**config.mk**
```make
export PLATFORM = sky130hd
export DESIGN_NAME = adc_frame_source
export DESIGN_NICKNAME = d
export VERILOG_FILES = /design/src/rtl/adc_frame_source.sv
export SDC_FILE = /design/constraint.sdc
export NUM_CORES = 1
export LEC_CHECK = 0
export BUFFER_PORTS_ARGS = -buffer_cell sky130_fd_sc_hd__buf_2
export CORE_ASPECT_RATIO = 1.2
export CORE_UTILIZATION = 40
export CTS_BUF_LIST = sky130_fd_sc_hd__clkbuf_8
export DETAILED_ROUTE_END_ITERATION = 6
export PLACE_DENSITY = 0.57
export SKIP_CTS_REPAIR_TIMING = 1
export SLEW_MARGIN = 10
export SYNTH_ARGS = -nofsm -noshare
export SYNTH_HDL_FRONTEND = slang
export SYNTH_SLANG_ARGS = --single-unit
```
**constraint.sdc**
```tcl
create_clock -name clk -period 3.4 [get_ports clk]
set_input_delay 0.17 -clock clk [delete_from_list [all_inputs] [get_ports clk]]
set_output_delay 0.17 -clock clk [all_outputs]
set_load 0.03 [all_outputs]
```
**src/rtl/adc_frame_source.sv**
```systemverilog
// ADC-rate pattern source (ramp / LFSR / impulse / constant) with frame tagging and a skid FIFO.
// Latency 1 cycle strobe-to-tvalid; ADC side never stalls, so pushes into a full FIFO are dropped and flagged.
module adc_frame_source #(
    parameter int          WIDTH      = 8,
    parameter int          FRAME_LEN  = 2048,
    parameter int          FIFO_DEPTH = 4,
    parameter logic [15:0] LFSR_SEED  = 16'hACE1
) (
    input  logic             clk,
    input  logic             rst,
    input  logic             en,
    input  logic             sample_stb,
    input  logic [1:0]       mode,
    input  logic [WIDTH-1:0] const_val,
    output logic [WIDTH-1:0] m_axis_tdata,
    output logic             m_axis_tvalid,
    input  logic             m_axis_tready,
    output logic             m_axis_tlast,
    output logic [31:0]      frame_cnt,
    output logic             overflow
);
    localparam int IDX_W = $clog2(FRAME_LEN);
    localparam int PTR_W = $clog2(FIFO_DEPTH);
    localparam logic [IDX_W-1:0] IDX_LAST = IDX_W'(FRAME_LEN - 1);
    localparam logic [PTR_W:0]   DEPTH_C  = (PTR_W + 1)'(FIFO_DEPTH);
    localparam logic [1:0] MODE_RAMP = 2'd0;
    localparam logic [1:0] MODE_LFSR = 2'd1;
    localparam logic [1:0] MODE_IMP  = 2'd2;

    logic [IDX_W-1:0] idx_q, idx_d;
    logic [WIDTH-1:0] ramp_q, ramp_d;
    logic [15:0]      lfsr_q, lfsr_d;
    logic [1:0]       amode_q, amode_d;
    logic [31:0]      frame_cnt_q, frame_cnt_d;
    logic             overflow_q, overflow_d;
    logic [PTR_W-1:0] wr_ptr_q, wr_ptr_d, rd_ptr_q, rd_ptr_d;
    logic [PTR_W:0]   count_q, count_d;
    logic [WIDTH:0]   mem_q [FIFO_DEPTH];

    logic             gen, pop, push, full, is_last;
    logic [1:0]       eff_mode;
    logic [WIDTH-1:0] sample;

    assign gen      = en & sample_stb;
    assign full     = (count_q == DEPTH_C);
    assign pop      = m_axis_tvalid & m_axis_tready;
    assign push     = gen & (~full | pop);
    assign is_last  = (idx_q == IDX_LAST);
    // The frame's first sample already uses the newly selected mode.
    assign eff_mode = (idx_q == '0) ? mode : amode_q;

    always_comb begin
        sample = const_val;
        case (eff_mode)
            MODE_RAMP: sample = ramp_q;
            MODE_LFSR: sample = lfsr_q[WIDTH-1:0];
            MODE_IMP:  sample = (idx_q == '0) ? {1'b0, {(WIDTH-1){1'b1}}} : '0;
            default:   sample = const_val;
        endcase
    end

    always_comb begin
        idx_d       = idx_q;
        ramp_d      = ramp_q;
        lfsr_d      = lfsr_q;
        amode_d     = amode_q;
        frame_cnt_d = frame_cnt_q;
        overflow_d  = overflow_q;
        if (gen) begin
            idx_d   = is_last ? '0 : idx_q + 1'b1;
            amode_d = eff_mode;
            if (eff_mode == MODE_RAMP) ramp_d = ramp_q + 1'b1;
            if (eff_mode == MODE_LFSR)
                lfsr_d = lfsr_q[0] ? ((lfsr_q >> 1) ^ 16'hB400) : (lfsr_q >> 1);
            if (is_last) frame_cnt_d = frame_cnt_q + 32'd1;
            if (!push)   overflow_d  = 1'b1;
        end
        wr_ptr_d = push ? wr_ptr_q + 1'b1 : wr_ptr_q;
        rd_ptr_d = pop  ? rd_ptr_q + 1'b1 : rd_ptr_q;
        count_d  = count_q + {{PTR_W{1'b0}}, push} - {{PTR_W{1'b0}}, pop};
    end

    always_ff @(posedge clk) begin
        if (rst) begin
            idx_q       <= '0;
            ramp_q      <= '0;
            lfsr_q      <= LFSR_SEED;
            amode_q     <= '0;
            frame_cnt_q <= '0;
            overflow_q  <= 1'b0;
            wr_ptr_q    <= '0;
            rd_ptr_q    <= '0;
            count_q     <= '0;
        end else begin
            idx_q       <= idx_d;
            ramp_q      <= ramp_d;
            lfsr_q      <= lfsr_d;
            amode_q     <= amode_d;
            frame_cnt_q <= frame_cnt_d;
            overflow_q  <= overflow_d;
            wr_ptr_q    <= wr_ptr_d;
            rd_ptr_q    <= rd_ptr_d;
            count_q     <= count_d;
        end
    end

    // Storage needs no reset: outputs are masked whenever the FIFO is empty.
    always_ff @(posedge clk) begin
        if (push && !rst) mem_q[wr_ptr_q] <= {is_last, sample};
    end

    assign m_axis_tvalid = (count_q != '0);
    assign m_axis_tdata  = m_axis_tvalid ? mem_q[rd_ptr_q][WIDTH-1:0] : '0;
    assign m_axis_tlast  = m_axis_tvalid & mem_q[rd_ptr_q][WIDTH];
    assign frame_cnt     = frame_cnt_q;
    assign overflow      = overflow_q;
endmodule
```
==> flow_summary.json <==
{
  "die_y_um": 128,
  "dp.cells": 723,
  "drt-total-wl_um": 10700,
  "ctsHtreeMaxLevel": 4,
  "clk_path_buf_depth": 2,
  "grt_usage": 0.170,
  "netlist.area_leader.share": 0.297,
  "place.gp.congestion": 0.816,
  "drv_cap": 0,
  "clock_latency_ns": 0.43,
  "dieWidth_um": 107,
  "routed_via_density": 5.23,
  "antenna_found_initial": 0,
  "worst_setup_path_start_kind": "register",
  "start_util": 0.416,
  "cp_max_fo": 11,
  "drc": 0,
  "cts-root-buf": "clkbuf_8",
  "fin_skew_ns": 0.0103,
  "grt_setup_unrepaired": "no",
  "grt_pass1_vias": 3799,
  "hold_viol_final": 0,
  "cellLeakagePower_nw": 2.29,
  "intPower_mw": 2.44,
  "drt_first_pass_iters": 4,
  "finalCritPeriodShare": 0.778,
  "num_vias": 3947,
  "synth_area_leaders": "dfxtp_1 (30%), edfxtp_1 (20%), nor2_1 (5.4%), xnor2_1 (4.6%), mux4_2 (3.8%)",
  "sw_frac_of_total": 0.291,
  "cts_tree": "built",
  "post_dp_cell_area_um2": 5690,
  "io_pins": 58,
  "design_area_um2": 6120,
  "synth_top_area_cell": "dfxtp_1",
  "critical_path_class": "reg2reg",
  "synthSimpleGateAreaFrac": 0.229,
  "synth.mux.area_fraction": 0.0532,
  "pwr-share-clk": 0.395,
  "nNetsFinal": 603,
  "period_minus_slack_ns": 2.64,
  "wl_per_cell_um": 14.1,
  "fin_total_pwr_mw": 3.45,
  "setup_viol": 0,
  "synth_flop_cell": "dfxtp_1",
  "hpwl_um": 7330,
  "ir_worst_vdd_mv": 0.289,
  "async_flop_share": 0,
  "clk_pin_slew_ns": 0.08,
  "area.growth.synth_to_final_pct": 15.1,
  "sequentialPowerShare": 0.446,
  "timing.critical_path.to_type": "register",
  "share_comb_of_total_power": 0.159,
  "max_slew.worst_pin.slew_ns": 0.934,
  "synth_cell_type_count": 48,
  "finalSetupTns_ns": 0,
  "core_um2": 12800,
  "synthXorXnorAreaFrac": 0.0758,
  "synth_compound_area_frac": 0.0777,
  "p_sw_mw": 1.00,
  "arrival_ns": 2.81,
  "drt_iter0_markers": 184,
  "port_buffers": 57,
  "synthCells": 531,
  "relSlewSlack": 0.377,
  "syn_area_um2": 5320,
  "grt-ovfl-total": 0,
  "instances_no_fill": 755,
  "yosysSeqAreaShare": 0.501,
  "num_antenna_cells": 0,
  "ys_seq_elements": 115,
  "pwr_density_cell_nw_per_um2": 564,
  "drv_slew": 0,
  "synth-adder-area-share": 0.0249,
  "cts.sink_count": 115,
  "grt_pass1_wl_um": 18100,
  "synth.avg_cell_area_um2": 10.0,
  "fmax_mhz": 378,
  "grt_max_degree": 80,
  "synth_top_family_by_area": "simple AND/OR/NAND/NOR gates",
  "synthesis.nets": 556,
  "drive_above_1_share": 0.193,
  "hold_class": "in2reg",
  "postRouteAntennaNets": 0,
  "synth_most_common_cell": "dfxtp_1",
  "cp.required_ns": 3.57,
  "synth_edf_count": 36,
  "cts_inserted_buffers": 17,
  "dieArea_um2": 13800,
  "row_count": 45,
  "ys_warn_count": 0,
  "status": "finished clean",
  "synth_common_cells": "dfxtp_1 (79), nor2_1 (76), edfxtp_1 (36)"
}
[logic make-up (layout without fill, tap and decap cells)]
family | after synthesis | after routing
fa+ha+maj | 10 | 10
compound gates | 67 | 67
xor+xnor | 46 | 46
buf+inv | 49 | 109
simple gates | 227 | 227
flops | 115 | 115
mux | 17 | 17
[metal layers]
metal  wire length, um  track usage  part of all wire  vias to the layer above
met5                 0            0                 0                        -
met4               231       0.0733             0.022                        0
met3               325       0.0422             0.030                       16
met2              5210        0.283              0.49                       67
met1              4910        0.208              0.46                     1889
li1                  -            -                 -                     1975
[power groups by stage]
stage / combinational (mW) / sequential [mW] / clock, mW
after detailed placement: 0.558 / 1.58 / 0
after global placement: 0.548 / 1.58 / 0
after global routing: 0.608 / 1.55 / 1.47
after floorplan: 0.463 / 1.53 / 0
final: 0.549 / 1.54 / 1.36
after CTS: 0.560 / 1.54 / 1.39
[flip-flops by register name, indices dropped and copies added, names as in the netlist, named ones only]
signal	flops
lfsr_q	16
rd_ptr_q	2
frame_cnt	32
mem_q	36
overflow	1
idx_q	11
count_q	3
amode_q	2
ramp_q	8
wr_ptr_q	2
[placed cells by master (no fill, tap or decap), types with 8 or more instances in the layout]
cell      Yosys  layout
buf_2         6      57
nand3_1      18      18
nand4_1      15      15
inv_1        17      17
nor4_1        8       8
nand2_1      25      25
and2_1       17      17
mux2i_1       8       8
xnor2_1      28      28
or3_1         9       9
edfxtp_1     36      36
clkbuf_8      0      17
dfxtp_1      79      79
a21oi_1      26      26
ha_1          9       9
mux4_2        9       9
o21ai_0       9       9
xor2_1       18      18
nor2_1       76      76
nor3_1       21      21
[area by class of cell]
cell class              instances  area, um^2
clock inverters                15         196
fillers                      1195        6660
flip-flops and latches        115        2660
repair buffers                 60         308
well taps                     164         205
inverters                      17        63.8
clock buffers                  17         234
multi-input cells             367        2450
[metrics by stage]
step                      setup slack (ns)  utilization  hold WS [ns]
final                                0.756        0.479        0.0599
after global routing                 0.553        0.479        0.0364
after CTS                            0.760        0.479        0.0378
after global placement               0.916        0.445         0.444
after detailed placement             0.805        0.445         0.449
after floorplan                       1.06            -         0.318
[worst max-delay path, cell delays in order, from the launching register on]
cell      delay (ns)
dfxtp_1         0.35
inv_1           0.07
ha_1            0.15
or4b_1          0.48
nor3_1          0.19
buf_4           0.20
mux2i_1         0.33
o22ai_1         0.12
a221oi_1        0.48
[path summary, 6_finish.rpt]
kind / slack, ns / depth (start not counted) / from / endpoint
min: 0.06 / 3 / mode[1] / amode_q[1]
max reg2reg: 0.76 / 8 / idx_q[0] / mem_q[3][5]
max: 0.76 / 8 / idx_q[0] / mem_q[3][5]
min reg2reg: 0.46 / 2 / lfsr_q[8] / lfsr_q[8]
Note: power is estimated with default switching activity, not from simulation.
